**src/rtl/pmem_arbiter.sv**
```systemverilog
// Arbitrates I-cache and D-cache line requests and converts each grant into a
// four-beat burst on the physical-memory port.
// Latency: 1 grant cycle, then one cycle per pmem_resp strobe, then 1 resp cycle.
// Backpressure: requests are held by the caches until their resp pulse; bursts wait on pmem_resp.
module pmem_arbiter #(
  parameter int LINE_W = 256,
  parameter int BEAT_W = 64
) (
  input  logic              clk,
  input  logic              rst,
  input  logic              icache_read,
  input  logic [31:0]       icache_address,
  output logic [LINE_W-1:0] icache_rline,
  output logic              icache_resp,
  input  logic              dcache_read,
  input  logic              dcache_write,
  input  logic [31:0]       dcache_address,
  input  logic [LINE_W-1:0] dcache_wline,
  output logic [LINE_W-1:0] dcache_rline,
  output logic              dcache_resp,
  input  logic              pmem_resp,
  input  logic [BEAT_W-1:0] pmem_rdata,
  output logic              pmem_read,
  output logic              pmem_write,
  output logic [31:0]       pmem_address,
  output logic [BEAT_W-1:0] pmem_wdata
);

  localparam int BEATS = LINE_W / BEAT_W;
  localparam int CNT_W = $clog2(BEATS);
  localparam logic [CNT_W-1:0] LAST_BEAT = CNT_W'(BEATS - 1);
  // Clears the byte-within-line offset so pmem always sees a line-aligned address.
  localparam logic [31:0] LINE_MASK = ~(32'(LINE_W / 8) - 32'd1);

  typedef enum logic [2:0] {IDLE, IRD, DRD, DWR, RESP} state_t;

  state_t             state_q;
  logic [CNT_W-1:0]   beat_q;
  logic [CNT_W-1:0]   beat_d;
  logic               last_d_q;     // 1 when the D-cache was the last source served
  logic               src_d_q;      // 1 when the current grant belongs to the D-cache
  logic [LINE_W-1:0]  line_q;       // write-back line or read line under assembly
  logic [LINE_W-1:0]  line_d;
  logic               i_req;
  logic               d_req;
  logic               grant_d;
  logic               icache_resp_q;
  logic               dcache_resp_q;
  logic [LINE_W-1:0]  icache_rline_q;
  logic [LINE_W-1:0]  dcache_rline_q;
  logic               pmem_read_q;
  logic               pmem_write_q;
  logic [31:0]        pmem_address_q;

  // Request decode, round-robin winner and next line/beat values.
  always_comb begin
    i_req   = icache_read;
    d_req   = dcache_read | dcache_write;
    // On a tie the D-cache wins unless it was the one served last.
    grant_d = d_req & (~i_req | ~last_d_q);
    beat_d  = beat_q + CNT_W'(1);
    line_d  = line_q;
    line_d[BEAT_W*beat_q +: BEAT_W] = pmem_rdata;
  end

  // Main FSM: grant in IDLE, count beats in IRD/DRD/DWR, pulse resp in RESP.
  always_ff @(posedge clk) begin
    if (rst) begin
      state_q        <= IDLE;
      beat_q         <= '0;
      last_d_q       <= 1'b0;
      src_d_q        <= 1'b0;
      line_q         <= '0;
      icache_resp_q  <= 1'b0;
      dcache_resp_q  <= 1'b0;
      icache_rline_q <= '0;
      dcache_rline_q <= '0;
      pmem_read_q    <= 1'b0;
      pmem_write_q   <= 1'b0;
      pmem_address_q <= '0;
    end else begin
      case (state_q)
        IDLE: begin
          if (i_req | d_req) begin
            src_d_q <= grant_d;
            beat_q  <= '0;
            if (grant_d) begin
              pmem_address_q <= dcache_address & LINE_MASK;
              // A simultaneous read+write from the D-cache is served as the write.
              if (dcache_write) begin
                line_q       <= dcache_wline;
                pmem_write_q <= 1'b1;
                state_q      <= DWR;
              end else begin
                pmem_read_q <= 1'b1;
                state_q     <= DRD;
              end
            end else begin
              pmem_address_q <= icache_address & LINE_MASK;
              pmem_read_q    <= 1'b1;
              state_q        <= IRD;
            end
          end
        end
        IRD, DRD: begin
          if (pmem_resp) begin
            line_q <= line_d;
            beat_q <= beat_d;
            if (beat_q == LAST_BEAT) begin
              beat_q         <= '0;
              pmem_read_q    <= 1'b0;
              pmem_address_q <= '0;
              state_q        <= RESP;
              if (src_d_q) begin
                dcache_resp_q  <= 1'b1;
                dcache_rline_q <= line_d;
              end else begin
                icache_resp_q  <= 1'b1;
                icache_rline_q <= line_d;
              end
            end
          end
        end
        DWR: begin
          if (pmem_resp) begin
            beat_q <= beat_d;
            if (beat_q == LAST_BEAT) begin
              beat_q         <= '0;
              pmem_write_q   <= 1'b0;
              pmem_address_q <= '0;
              dcache_resp_q  <= 1'b1;
              state_q        <= RESP;
            end
          end
        end
        RESP: begin
          icache_resp_q  <= 1'b0;
          dcache_resp_q  <= 1'b0;
          icache_rline_q <= '0;
          dcache_rline_q <= '0;
          last_d_q       <= src_d_q;
          state_q        <= IDLE;
        end
        default: state_q <= IDLE;
      endcase
    end
  end

  assign icache_resp  = icache_resp_q;
  assign dcache_resp  = dcache_resp_q;
  assign icache_rline = icache_rline_q;
  assign dcache_rline = dcache_rline_q;
  assign pmem_read    = pmem_read_q;
  assign pmem_write   = pmem_write_q;
  assign pmem_address = pmem_address_q;
  // Write data follows the beat counter directly so each strobe sees the next beat.
  assign pmem_wdata   = pmem_write_q ? line_q[BEAT_W*beat_q +: BEAT_W] : '0;

endmodule

```
**config.mk**
```make
export PLATFORM = sky130hd
export DESIGN_NAME = pmem_arbiter
export DESIGN_NICKNAME = d
export VERILOG_FILES = /design/src/rtl/pmem_arbiter.sv
export SDC_FILE = /design/constraint.sdc
export NUM_CORES = 2
export LEC_CHECK = 0
export CAP_MARGIN = 10
export CORE_AREA = 4 4 385 387
export DETAILED_ROUTE_END_ITERATION = 10
export DIE_AREA = 0 0 389 391
export MAX_ROUTING_LAYER = met4
export PLACE_DENSITY_LB_ADDON = 0.12
export SYNTH_ARGS = -nofsm -noshare
export SYNTH_HDL_FRONTEND = slang
export SYNTH_SLANG_ARGS = --single-unit
```
**constraint.sdc**
```tcl
create_clock -name clk -period 3.93 [get_ports clk]
set_input_delay 0.786 -clock clk [delete_from_list [all_inputs] [get_ports clk]]
set_output_delay 0.786 -clock clk [all_outputs]
set_load 0.005 [all_outputs]
```
==> results.sh <==
export IMPL_num_rows=140
export IMPL_whs_ns=0.460
export IMPL_clock_sinks=806
export IMPL_critPathSlowestCell="dfxtp_4"
export IMPL_cts_buffers=99
export IMPL_grt_overflow_total=0
export IMPL_synth_area_mm2=0.0334
export IMPL_vias=31300
export IMPL_clk_path_buf_depth=3
export IMPL_cts_hold_buf=0
export IMPL_grt_pass1_vias=31200
export IMPL_start_kind="flop"
export IMPL_final_cell_mix="clkdlybuf4s50_1 (986), dfxtp_1 (803), o2bb2ai_1 (281)"
export IMPL_min_path_type="reg -> reg"
export IMPL_leakagePower_nw=16.1
export IMPL_synth_warnings=0
export IMPL_dpl_hpwl_um=125000
export IMPL_grt_max_degree=126
export IMPL_die_w_um=389
export IMPL_fin_nets=4528
export IMPL_grt_usage_pct=23.1
export IMPL_final_common_cell="clkdlybuf4s50_1"
export IMPL_path_cells="buf_4, mux4_2, and2_1, clkdlybuf4s50_1"
export IMPL_dieArea_mm2=0.152
export IMPL_tns_ns=0
export IMPL_multiInputGateArea_mm2=0.0157
export IMPL_cp_max_fo=21
export IMPL_tightestPinTransition_ns=1.20
export IMPL_fp_dieH_um=391
export IMPL_viasPerCell=5.08
export IMPL_p_per_area_mw_per_mm2=486
export IMPL_total_power_mw=23.8
export IMPL_criticalPathCategory="reg -> out"
export IMPL_gp_congestion=0.846
export IMPL_fin_util_pct=33.8
export IMPL_wirelength_um=179000
export IMPL_critPathMaxStageDelay_ns=0.52
export IMPL_critPathRequiredTime_ns=3.14
export IMPL_cts_root_buf="clkbuf_16"
export IMPL_max_cap_violations=0
export IMPL_antenna_found_initial=36
export IMPL_endpoint_kind="output port"
export IMPL_syn_inst=3298
export IMPL_drc=0
export IMPL_place_port_buffers=986
export IMPL_avgSynthCellArea_um2=10.1
export IMPL_cpLargestDelayFamily="buffers and inverters"
export IMPL_layout_min_cycle_time_ns=3.70
export IMPL_fin_crit_sh_pct=94.2
export IMPL_finalClockSkew_ns=0.0196
export IMPL_finalInstanceArea_mm2=0.0489
export IMPL_regArea_mm2=0.0161
export IMPL_area_delta_synth_final_pct=46.6
export IMPL_slew_headroom_pct=20.2
export IMPL_io_pins=1002
export IMPL_instances_no_fill=6162
export IMPL_clk_latency_ns=0.70
export IMPL_async_reset_ff_share_pct=0
export IMPL_rsz0062_at_grt="false"
export IMPL_slew_viol_final=0
export IMPL_fin_ws_ns=0.229
export IMPL_ys_types=53
export IMPL_post_cts_buffers=0
export IMPL_start_util_pct=23.0
export IMPL_dpl_cell_area_mm2=0.0455
export IMPL_drive_above_1_share_pct=14.5
export IMPL_dp_cells=5948
export IMPL_synth_edf_count=0
export IMPL_hold_viol=0
export IMPL_worstPathArrival_ns=2.92
export IMPL_setup_violations=0
export IMPL_ant_nets=0
export IMPL_outcome="finished, final reports clean"
export IMPL_synth_seq_area_share_pct=48.3
export IMPL_ys_ff_latch=806
export IMPL_drt_first_pass_iters=5
export IMPL_grt_pass1_wl_um=249000
export IMPL_critical_path_buf_inv_count=2
export IMPL_ys_flop_type="dfxtp_1"
export IMPL_cts_tree="yes"
export IMPL_ir_worst_vdd_v=0.000288
export IMPL_max_freq_mhz=270
export IMPL_nFillCells=14800
export IMPL_clk_pin_slew_ns=0.06
export IMPL_drtIter0Drc=2116
export IMPL_wl_per_cell_um=29.0
export IMPL_core_area_mm2=0.145
export IMPL_htree_levels=3
export IMPL_pre_cts_ws_ns=0.480
export IMPL_cts_resized=0
==> state kept, by name (all words and copies together), names as in the netlist <==
register	count
dcache_rline	256
icache_rline	256
line_q	256
pmem_address	27
state_q	3
beat_q	2
dcache_resp	1
icache_resp	1
last_d_q	1
pmem_read	1
pmem_write	1
src_d_q	1
==> layout make-up <==
cell class,instances,share of cell area [%]
Clock buffer,154,6.17
Multi-Input combinational cell,2121,32.0
Antenna cell,35,0.179
Timing Repair Buffer,1094,23.0
Clock inverter,25,0.659
Tap cell,1917,4.90
Sequential cell,806,33.0
Inverter,10,0.0971
==> cells in the mapped netlist (all sizes together) (65+ instances only) <==
master / instances / area share [%]
buf: 202 / 3.2
a32oi: 174 / 4.6
clkbuf: 163 / 1.8
nand2: 263 / 3.0
a32o: 256 / 7.7
or2: 257 / 4.8
a211oi: 256 / 5.8
o2bb2ai: 281 / 7.4
a21oi: 73 / 1.1
nor2: 267 / 3.0
dfxtp: 806 / 48
nor2b: 65 / 1.2
==> cell families (layout without fill, tap and decap cells) <==
logic type	after synthesis	after routing	synth area share [%]
xor gates and xnor gates	2	2	0.0525
adders and majority gates	7	7	0.255
other	1	40	0.0112
DFF	806	806	48.3
and+or+nand+nor	937	937	13.6
muxes	94	94	5.22
buffers and inverters	375	1283	5.19
AOI/OAI and AO/OA	1076	1076	27.3
==> power breakdown <==
group / leakage, nW / total, mW / switching [mW] / internal [mW]
clock network: 1.64 / 9.56 / 3.85 / 5.71
registers: 6.55 / 9.30 / 0.501 / 8.80
logic: 7.94 / 4.96 / 2.83 / 2.13
total: 16.1 / 23.8 / 7.18 / 16.6
==> routing by layer <==
layer / wire length, um / share of wire (%) / global-route usage, %
met1: 75900 / 43 / 28.4
met2: 84900 / 48 / 36.9
met3: 13700 / 7.7 / 6.52
met4: 4070 / 2.3 / 6.63
met5: 0 / 0 / -
==> worst register-to-register path, delay by kind of cell (launching register included) <==
| family | cells | cell delay (ns) |
|---|---|---|
| compound gates | 2 | 1.32 |
| fa+ha+maj | 1 | 0.41 |
| buf+inv | 3 | 0.49 |
| flops | 1 | 0.41 |
| simple gates | 2 | 0.19 |
==> path summary, 6_finish.rpt <==
kind	startpoint	endpoint	slack [ns]	depth (start not counted)
max	beat_q[1]	pmem_wdata[52]	0.23	4
min	dcache_rline[2]	dcache_rline[2]	0.46	1
min reg2reg	dcache_rline[2]	dcache_rline[2]	0.46	1
max reg2reg	beat_q[0]	line_q[254]	1.01	8
Note: power is estimated with default switching activity, not from simulation.
